## src/rtl/neuron_pkg.sv

```systemverilog
// Shared constants and state encoding for the neuron weight ROM, its reader
// and the neuron output stage.
package neuron_pkg;
    localparam int ADDR_W    = 8;
    localparam int DATA_W    = 8;
    localparam int ROM_DEPTH = 128;
    localparam int CNT_W     = 8;
    localparam int ACC_W     = 24;

    typedef enum logic [1:0] {
        IDLE = 2'd0,
        RUN  = 2'd1,
        DONE = 2'd2
    } state_t;
endpackage

```

## src/rtl/neuron_mac_acc.sv

```systemverilog
// Unsigned multiply-accumulate register; clear wins over enable.
module neuron_mac_acc #(
    parameter int DATA_W = 8,
    parameter int ACC_W  = 24
) (
    input  logic              clk,
    input  logic              rst,
    input  logic              clr,
    input  logic              en,
    input  logic [DATA_W-1:0] a,
    input  logic [DATA_W-1:0] b,
    output logic [ACC_W-1:0]  acc
);
    import neuron_pkg::*;

    logic [2*DATA_W-1:0] w_prod;
    logic [ACC_W-1:0]    r_acc;

    assign w_prod = (2*DATA_W)'(a) * (2*DATA_W)'(b);

    always_ff @(posedge clk or posedge rst) begin
        if (rst)
            r_acc <= '0;
        else if (clr)
            r_acc <= '0;
        else if (en)
            r_acc <= r_acc + ACC_W'(w_prod);
    end

    assign acc = r_acc;
endmodule

```

## src/rtl/neuron_weight_reader.sv

```systemverilog
// Walks a run of weight ROM addresses, pairs each weight with one streamed
// activation and presents the unsigned dot product with a one-cycle done.
module neuron_weight_reader #(
    parameter int ADDR_W    = 8,
    parameter int DATA_W    = 8,
    parameter int ROM_DEPTH = 128,
    parameter int CNT_W     = 8,
    parameter int ACC_W     = 24
) (
    input  logic              clk,
    input  logic              rst,
    input  logic              start,
    input  logic [ADDR_W-1:0] base_addr,
    input  logic [CNT_W-1:0]  count,
    output logic              busy,
    output logic [ADDR_W-1:0] rom_addr,
    output logic              rom_en,
    input  logic [DATA_W-1:0] rom_data,
    input  logic [DATA_W-1:0] x_data,
    input  logic              x_valid,
    output logic              x_ready,
    output logic [ACC_W-1:0]  result,
    output logic              done,
    output logic              err
);
    import neuron_pkg::*;

    localparam int SUM_W = ((ADDR_W > CNT_W) ? ADDR_W : CNT_W) + 1;

    state_t              r_state, w_next;
    logic [ADDR_W-1:0]   r_base;
    logic [CNT_W-1:0]    r_count, r_idx;
    logic [ACC_W-1:0]    r_result;
    logic                r_err;

    logic [SUM_W-1:0]    w_end;
    logic                w_range_bad;
    logic                w_accept, w_zero, w_reject;
    logic                w_run, w_beat, w_last;
    logic [2*DATA_W-1:0] w_prod;
    logic [ACC_W-1:0]    w_acc, w_final;

    // Widened so base+count cannot wrap before the depth compare.
    assign w_end       = SUM_W'(base_addr) + SUM_W'(count);
    assign w_range_bad = w_end > SUM_W'(ROM_DEPTH);

    always_ff @(posedge clk or posedge rst) begin
        if (rst)
            r_state <= IDLE;
        else
            r_state <= w_next;
    end

    always_comb begin
        w_next   = r_state;
        w_accept = 1'b0;
        w_zero   = 1'b0;
        w_reject = 1'b0;
        case (r_state)
            IDLE: begin
                if (start) begin
                    if (count == '0) begin
                        w_zero = 1'b1;
                        w_next = DONE;
                    end else if (w_range_bad) begin
                        w_reject = 1'b1;
                    end else begin
                        w_accept = 1'b1;
                        w_next   = RUN;
                    end
                end
            end
            RUN:     if (w_beat && w_last) w_next = DONE;
            DONE:    w_next = IDLE;
            default: w_next = IDLE;
        endcase
    end

    assign w_run    = (r_state == RUN);
    assign w_beat   = w_run && x_valid;
    assign w_last   = (r_idx == r_count - CNT_W'(1));

    assign rom_en   = w_run;
    assign x_ready  = w_run;
    assign busy     = (r_state != IDLE);
    assign done     = (r_state == DONE);
    assign rom_addr = w_run ? (r_base + ADDR_W'(r_idx)) : '0;
    assign result   = r_result;
    assign err      = r_err;

    neuron_mac_acc #(
        .DATA_W (DATA_W),
        .ACC_W  (ACC_W)
    ) u_mac (
        .clk (clk),
        .rst (rst),
        .clr (w_accept || w_zero),
        .en  (w_beat),
        .a   (rom_data),
        .b   (x_data),
        .acc (w_acc)
    );

    // Final sum must land in result on the last beat itself, ahead of the
    // accumulator register, so done sees it in the very next cycle.
    assign w_prod  = (2*DATA_W)'(rom_data) * (2*DATA_W)'(x_data);
    assign w_final = w_acc + ACC_W'(w_prod);

    always_ff @(posedge clk or posedge rst) begin
        if (rst) begin
            r_base   <= '0;
            r_count  <= '0;
            r_idx    <= '0;
            r_result <= '0;
            r_err    <= 1'b0;
        end else begin
            r_err <= w_reject;
            if (w_accept) begin
                r_base  <= base_addr;
                r_count <= count;
                r_idx   <= '0;
            end else if (w_beat) begin
                r_idx <= r_idx + CNT_W'(1);
            end
            if (w_zero)
                r_result <= '0;
            else if (w_beat && w_last)
                r_result <= w_final;
        end
    end
endmodule

```

## config.mk

```make
export PLATFORM = sky130hd
export DESIGN_NAME = neuron_weight_reader
export DESIGN_NICKNAME = d
export VERILOG_FILES = /design/src/rtl/neuron_pkg.sv /design/src/rtl/neuron_mac_acc.sv /design/src/rtl/neuron_weight_reader.sv
export SDC_FILE = /design/constraint.sdc
export NUM_CORES = 1
export LEC_CHECK = 0
export CORE_MARGIN = 2
export CORE_UTILIZATION = 58
export DETAILED_ROUTE_END_ITERATION = 12
export PLACE_DENSITY = 0.93
export SYNTH_ARGS = -nofsm -noshare
export SYNTH_HDL_FRONTEND = slang
export SYNTH_SLANG_ARGS = --single-unit
```

## constraint.sdc

```tcl
create_clock -name clk -period 5.7 [get_ports clk]
set_input_delay 1.14 -clock clk [delete_from_list [all_inputs] [get_ports clk]]
set_output_delay 1.14 -clock clk [all_outputs]
set_load 0.02 [all_outputs]
```

# After elaboration in Yosys (flattened, before gate mapping)
# Index checks and enable logic that the tools add are counted.
[op_classes]
order_cmp = 1
muxes = 23
eq_ne = 6
reduce_logical = 10
add_sub_neg = 5
n_mul = 1
[ops]
columns = ["operator", "n"]
rows = [
  ["$mux 24", 4],
  ["$add 24x16->24", 1],
  ["$mux 8", 3],
  ["$mul 8x8->16", 1],
  ["$mux 1", 11],
  ["$add 8x8->9", 1],
  ["$gt 9x8->1 const B", 1],
  ["$add 8x1->8 const B", 1],
  ["$add 8x8->8", 1],
  ["$eq 8x8->1", 1],
  ["$logic_not 8->1", 1],
  ["$mux 2", 4],
  ["$reduce_bool 2->1", 4],
  ["$sub 8x1->8 const B", 1],
  ["$pmux 2 s2", 1],
  ["$ne 3x3->1 const B", 1],
  ["$reduce_and 3->1", 1],
  ["$eq 2x1->1 const B", 1],
  ["$eq 2x2->1 const B", 1],
  ["$logic_and 1x1->1", 2],
  ["$logic_not 2->1", 1],
  ["$ne 2x1->1 const B", 1],
  ["$ne 2x2->1 const B", 1],
  ["$logic_or 1x1->1", 1],
]
[word_totals]
register_bits = 75
in_bits = 36
word_cells = 53
output_inout_bits = 37

# Logic depth before layout (Yosys ltp)
# Gate-level depths: netlist (run 1).
[logic_depth]
word_depth = 8
mapped_depth = 18
ltp_nobuf = 17

# Modules after synthesis
# A second synthesis (run 1) with hierarchy kept.
[unflattened]
cells_unflattened = 1096
area_unflattened_um2 = 9731.8
[modules_own_cells]
columns = ["module", "instances", "cells_per_inst", "area_per_inst_um2", "seq_area_each_um2"]
rows = [
  ["neuron_weight_reader", 1, 657, 5869.4, 1276.2],
  ["neuron_mac_acc", 1, 439, 3862.5, 600.6],
]

# Worst setup path before layout (run 1)
# Ideal clock, no wire load.
[synth_timing]
kind = "input to register"
from = "input port x_data[1]"
to = "register u_mac.r_acc[18] (netlist: u_mac.acc[18])"
path_slack_ps = 162
n_path_buf = 1
path_stages = 17
setup_time_ps = 88
arrival_ps = 5450
cell_sequence = "clkbuf_1 -> nand2_1 -> fa_1 -> inv_1 -> fa_1 -> fa_1 -> inv_1 -> fa_1 -> inv_1 -> ha_1 -> a21oi_1 -> and2_1 -> a21oi_1 -> o311a_1 -> or4_1 -> nand3_1 -> nor3b_1"
[synth_via]
elab_chain_len = 4
[synth_lines]
columns = ["element", "line_no", "rtl"]
rows = [
  ["start, declared", "neuron_weight_reader.sv:19", "input logic [DATA_W-1:0] x_data,"],
  ["$mul 8x8->16", "neuron_mac_acc.sv:19", "assign w_prod = (2*DATA_W)'(a) * (2*DATA_W)'(b);"],
  ["$add 24x16->24", "neuron_mac_acc.sv:27", "r_acc <= r_acc + ACC_W'(w_prod);"],
  ["$mux 24", "neuron_mac_acc.sv:26", "else if (en)"],
  ["$mux 24", "neuron_mac_acc.sv:24", "else if (clr)"],
  ["end signal, assigned", "neuron_mac_acc.sv:27", ""],
  ["end, declared", "neuron_mac_acc.sv:17", "logic [ACC_W-1:0] r_acc;"],
]
# No other way between the ends. The select of a mux whose other input is x is not followed.
# A chain may end at the register's enable or synchronous reset.

# Final worst setup path (run 1)
[layout_timing]
from = "input port x_data[5]"
to = "register u_mac.r_acc[17] (netlist: u_mac.acc[17])"
# Same word-level chain as after synthesis.

==> flow_summary.json, run 1 <==
{
  "dp_hpwl_um": 13300,
  "grt_first_pass_wirelength_um": 30700,
  "vias": 6108,
  "avgSynthCellArea_um2": 9.06,
  "yosysMostFrequentCell": "inv_1",
  "comb_power_share_pct": 74.9,
  "finalHoldViolCount": 0,
  "setup_viol": 0,
  "ys_top_cells_by_area": "dfrtp_1 (28%), fa_1 (15%), ha_1 (11%), inv_1 (6.4%), and2_1 (3.8%)",
  "seq_power_share_pct": 15.4,
  "grt_usage_pct": 30.2,
  "final_nets": 1015,
  "row_count": 39,
  "fmax_mhz": 177,
  "ios": 73,
  "finalSetupTns_ps": 0,
  "holdPathStages": 1,
  "min_period_ps": 5650,
  "avgViaCountPerCell": 6.01,
  "synth_area_um2": 6810,
  "outcome": "complete, no violations",
  "antenna_found_initial": 0,
  "relSlewSlack_pct": 10.0,
  "ir_drop_uv": 542,
  "clock-root-buffer": "clkbuf_16",
  "holdPathEnd": "r_base[0]$_DFFE_PP0P_",
  "antenna_cells": 0,
  "gr-total-overflow": 0,
  "drv_cap": 0,
  "clkSinkCount": 75,
  "r2r_end": "u_mac.acc[18]$_DFFE_PP0P_",
  "cts_tree": "built",
  "rr_worst_depth": 17,
  "fill_cells": 703,
  "critical_path_class": "primary input to register",
  "io_buffers": 72,
  "synth_warnings": 0,
  "wirelength_um": 18900,
  "drt-pass1-iter-count": 5,
  "die_x_um": 112,
  "leakagePower_nw": 4.17,
  "cts_buffer_depth": 2,
  "ys_seq_area_share_pct": 27.6,
  "clock_skew_ps": 6.60,
  "ant_nets": 0,
  "worstMarginPinSlew_ps": 1350,
  "multi_input_area_um2": 4590,
  "r2r-start": "u_mac.acc[6]$_DFFE_PP0P_",
  "synth_top_cell_area_share_pct": 27.6,
  "synth_fp_nets": 897,
  "cts_hold_buf": 0,
  "critPathLaunchType": "primary input",
  "synth_top_area_cell": "dfrtp_1",
  "synthTopCellsByCount": "inv_1 (116), dfrtp_1 (75), ha_1 (58), nand2_1 (57), fa_1 (52)",
  "slew_violations": 0,
  "netSwitchingPower_mw": 2.77,
  "r2r_slack_ps": 1120,
  "synth-seq-cells": 75,
  "async_reset_ff_share_pct": 100,
  "crit_required_ps": 5900,
  "dp.cells": 998,
  "synthDistinctLibCells": 58,
  "synth_ff_type": "dfrtp_1",
  "path_clk_slew_ps": 60,
  "drtIter0Drc": 610,
  "min_path_type": "register to register",
  "critPathCaptureType": "register",
  "start_util_pct": 59.6,
  "sw_frac_of_total_pct": 47.6,
  "rsz0062_at_grt": "true",
  "min_from": "r_base[0]$_DFFE_PP0P_",
  "intPower_mw": 3.05,
  "synth_edf_count": 0,
  "die_h_um": 112,
  "clkLatencyLatePin_ps": 340,
  "critical_path.max_fanout": 7,
  "core_um2": 11400,
  "gp_congestion": 0.882,
  "fin_crit_sh_pct": 99.1,
  "p_total_mw": 5.82,
  "synthCells": 751,
  "drive_gt1_share_pct": 12.9,
  "arrival_ps": 5850,
  "wl_per_cell_um": 18.6,
  "seq_area_um2": 1880,
  "cts_buffers": 9,
  "syn_to_final_growth_pct": 25.2,
  "grt_pass1_vias": 6368,
  "power_density_nw_per_um2": 683,
  "design.die.area_um2": 12600,
  "clkPwrFrac_pct": 9.7,
  "grt_max_degree": 51,
  "drc": 0,
  "htreeDepth": 3,
  "instances_no_fill": 1016
}
-- kinds of logic (layout without fill, tap and decap cells) --
| group | count (synthesis) | in the layout | synth area share, % |
|---|---|---|---|
| AOI/OAI and AO/OA | 109 | 109 | 10.4 |
| xor gates and xnor gates | 48 | 48 | 6.18 |
| adders and majority gates | 110 | 110 | 26.0 |
| buffers and inverters | 139 | 261 | 7.89 |
| DFF | 75 | 75 | 27.6 |
| muxes | 19 | 19 | 3.09 |
| and+or+nand+nor | 251 | 251 | 18.9 |
-- worst max-delay path by stage --
stage,start,endpoint,slack [ps],cells after the start
final,x_data[5],u_mac.acc[17]$_DFFE_PP0P_,50,19
after global routing,x_data[5],u_mac.acc[23]$_DFFE_PP0P_,-50,17
after CTS,x_data[0],u_mac.acc[20]$_DFFE_PP0P_,2,17
after detailed placement,rom_data[0],u_mac.acc[20]$_DFFE_PP0P_,-610,17
after global placement,rom_data[1],u_mac.acc[22]$_DFFE_PP0P_,-490,17
after floorplan,x_data[1],u_mac.acc[18]$_DFFE_PP0P_,160,17
-- cells in the final DEF (no fill, tap or decap), types with 4 or more instances in the layout --
master	count
a21o_1	5
a21oi_1	28
a21oi_2	7
and2_1	39
and3_1	6
buf_4	58
clkbuf_16	9
clkdlybuf4s50_1	60
dfrtp_1	75
dlygate4sd2_1	9
fa_1	51
ha_1	55
inv_1	115
mux2_1	10
mux2_2	6
nand2_1	56
nand2b_1	7
nand3_1	30
nand4_1	9
nor2_1	38
nor3_1	30
nor3b_1	8
o21ai_0	23
o21bai_1	4
o31ai_1	7
xnor2_1	22
xor2_1	25
-- cell type report --
class,count,area share (%)
Clock buffer,11,2.73
Clock inverter,4,0.617
Inverter,116,5.11
Multi-Input combinational cell,537,53.9
Sequential cell,75,22.0
Tap cell,143,2.10
Timing Repair Buffer,130,13.5
-- metal layers --
layer	routed length [um]	global-route usage [%]	up-vias	part of all wire, %
met1	7050	37.3	2967	37
li1	-	-	2727	-
met5	0	0	-	0
met4	766	12.8	0	4.1
met2	9670	52.7	343	51
met3	1420	5.02	71	7.5
-- critical path, stage by stage --
cell,delay (ps)
clkdlybuf4s50_1,450
buf_4,180
and2_1,150
fa_1,520
fa_1,530
fa_1,550
inv_1,50
fa_1,540
inv_1,70
ha_4,260
buf_4,150
a21oi_2,150
buf_4,130
nor2_1,50
a21oi_2,150
o311ai_1,120
o211ai_1,230
mux2i_1,320
a211oi_1,110
-- per-stage QoR --
step | hold WS, ps | area [um2] | util [%] | worst slack (ps)
after floorplan | 465 | 6810 | - | 162
after global placement | 479 | 8020 | 70.2 | -490
after detailed placement | 487 | 8020 | 70.2 | -607
after CTS | 501 | 8380 | 73.4 | 2.10
after global routing | 522 | 8520 | 74.6 | -45.3
final | 497 | 8520 | 74.6 | 51.1
-- timing repair --
| action | in CTS | in global routing |
|---|---|---|
| endpoints found under the setup margin | 19 | 29 |
| pin swaps | 9 | 15 |
| resized for setup | 24 | 30 |
| buffers inserted | 3 | 0 |
-- flip-flops by register name (all words and copies together), names as in the netlist --
signal     count
r_state        2
r_idx          8
err            1
result        24
r_count        8
u_mac.acc     24
r_base         8
-- power groups by stage --
stage	clock network [mW]	logic [mW]	registers, mW
floorplan	0	2.12	0.886
global placement	0	3.45	0.886
detailed placement	0	3.63	0.895
CTS	0.563	3.91	0.890
global route	0.588	4.71	0.914
finish	0.564	4.36	0.898
No activity file was read; power rests on OpenSTA's default activity.
==> run 2, diff against run 1 <==
REMOVE_ABC_BUFFERS = 1   (was unset)
==> flow_summary.json, run 2 (synthesized netlist as in run 1, its figures left out) <==
{
  "outcome": "complete, no violations",
  "leakagePower_nw": 4.21,
  "netSwitchingPower_mw": 2.82,
  "grt_usage_pct": 31.3,
  "grt_max_degree": 52,
  "min_path_type": "register to register",
  "placedInstanceArea_um2": 8050,
  "setup_viol": 0,
  "core_um2": 11400,
  "clkSinkCount": 75,
  "syn_to_final_growth_pct": 25.6,
  "comb_power_share_pct": 74.4,
  "critPathCaptureType": "register",
  "design.die.area_um2": 12600,
  "ant_nets": 0,
  "grt_first_pass_wirelength_um": 31800,
  "clkPwrFrac_pct": 10.2,
  "post-route-util_pct": 74.9,
  "critical_path_class": "primary input to register",
  "fin_crit_sh_pct": 98.7,
  "ir_drop_uv": 532,
  "drc": 0,
  "cts_buffer_depth": 2,
  "drtIter0Drc": 525,
  "arrival_ps": 5910,
  "fmax_mhz": 178,
  "antenna_found_initial": 0,
  "path_cells": "dlygate4sd2_1 -> nand2_1 -> fa_1 -> fa_1 -> inv_1 -> fa_1 -> inv_1 -> fa_1 -> inv_1 -> ha_4 -> nand2_1 -> or3b_4 -> a21oi_4 -> buf_4 -> o31ai_2 -> o211ai_1 -> nor4b_4 -> a31o_2",
  "final_common_cell": "inv_1",
  "clock-root-buffer": "clkbuf_16",
  "intPower_mw": 3.00,
  "path_common_cell": "fa_1",
  "drive_gt1_share_pct": 13.2,
  "htreeDepth": 3,
  "power_density_nw_per_um2": 681,
  "seq_power_share_pct": 15.4,
  "instances_no_fill": 1020,
  "crit_slowest_cell": "fa_1",
  "cts_hold_buf": 0,
  "dp_hpwl_um": 12800,
  "die_x_um": 112,
  "row_count": 39,
  "cts_tree": "built",
  "wirelength_um": 19600,
  "start_util_pct": 59.6,
  "sw_frac_of_total_pct": 48.5,
  "clock_skew_ps": 10.2,
  "relSlewSlack_pct": 11.3,
  "grt_pass1_vias": 6549,
  "fin_area_um2": 8550,
  "finalHoldViolCount": 0,
  "slew_violations": 0,
  "path_clk_slew_ps": 60,
  "crit_required_ps": 5980,
  "drv_cap": 0,
  "critPathLaunchType": "primary input",
  "cts_buffers": 9,
  "wl_per_cell_um": 19.2,
  "io_buffers": 72,
  "avgViaCountPerCell": 6.14,
  "gr-total-overflow": 0,
  "gp_congestion": 0.867,
  "die_h_um": 112,
  "max_stage_delay_ps": 580,
  "ios": 73,
  "min_period_ps": 5630,
  "final_nets": 1018,
  "drt-pass1-iter-count": 5,
  "dp.cells": 1002,
  "vias": 6262,
  "antenna_cells": 0,
  "p_total_mw": 5.82,
  "critical_path.max_fanout": 6,
  "clkLatencyLatePin_ps": 350,
  "worstMarginPinSlew_ps": 1330,
  "layout.cells.most_common_list": "inv_1 (115), dfrtp_1 (75), buf_4 (60), nand2_1 (57)"
}
==> run 2: path summary, 6_finish.rpt <==
| check | from | end | slack (ps) | depth (start not counted) |
|---|---|---|---|---|
| max in group asynchronous | rst | result[11]$_DFFE_PP0P_ | 3390 | 3 |
| hold reg to reg | result[10]$_DFFE_PP0P_ | result[10]$_DFFE_PP0P_ | 490 | 2 |
| hold / removal | result[10]$_DFFE_PP0P_ | result[10]$_DFFE_PP0P_ | 490 | 2 |
| min in group asynchronous | rst | r_idx[4]$_DFFE_PP0P_ | 1370 | 2 |
| setup / recovery | rom_data[4] | result[16]$_DFFE_PP0P_ | 70 | 18 |
| setup reg to reg | u_mac.acc[7]$_DFFE_PP0P_ | result[16]$_DFFE_PP0P_ | 910 | 17 |
==> run 2: timing repair <==
item / CTS / global route
gates cloned: 1 / 0
setup endpoints to repair: 20 / 27
pin swaps: 8 / 7
resized for setup: 28 / 27
setup buffers: 1 / 0
==> run 2: routing by layer <==
metal	vias up	global-route usage [%]	wire, um
met5	-	0	0
li1	2735	-	-
met2	349	53.1	9900
met1	3104	39.0	7460
met3	74	5.67	1490
met4	0	15.0	744
==> run 2: metrics by stage <==
step	hold WS [ps]	setup WS [ps]	TNS (ps)
2_1_floorplan	465	280	0
3_3_place_gp	478	-434	-7670
3_5_place_dp	487	-579	-10990
4_1_cts	500	-1.01	-1.01
5_1_grt	534	-175	-487
6_report	494	71.3	0
==> run 2: final cells by class <==
type	count	area, um2
multi-input cells	538	4580
repair buffers	132	1170
clock buffers	9	225
fillers	688	2870
inverters	116	435
well taps	143	179
flip-flops and latches	75	1880
clock inverters	7	80.1
==> run 2: power by group through the flow <==
stage	combinational [mW]	sequential (mW)	clock (mW)
after floorplan	2.10	0.888	0
after global placement	3.44	0.871	0
after detailed placement	3.62	0.883	0
after CTS	3.87	0.879	0.593
after global routing	4.63	0.907	0.620
final	4.33	0.896	0.593
==> run 2: worst max-delay path, delay by kind of cell <==
family | cells | cell delay, ps
and+or+nand+nor | 4 | 910
adders and majority gates | 5 | 2400
buffers and inverters | 5 | 740
AOI/OAI and AO/OA | 4 | 720
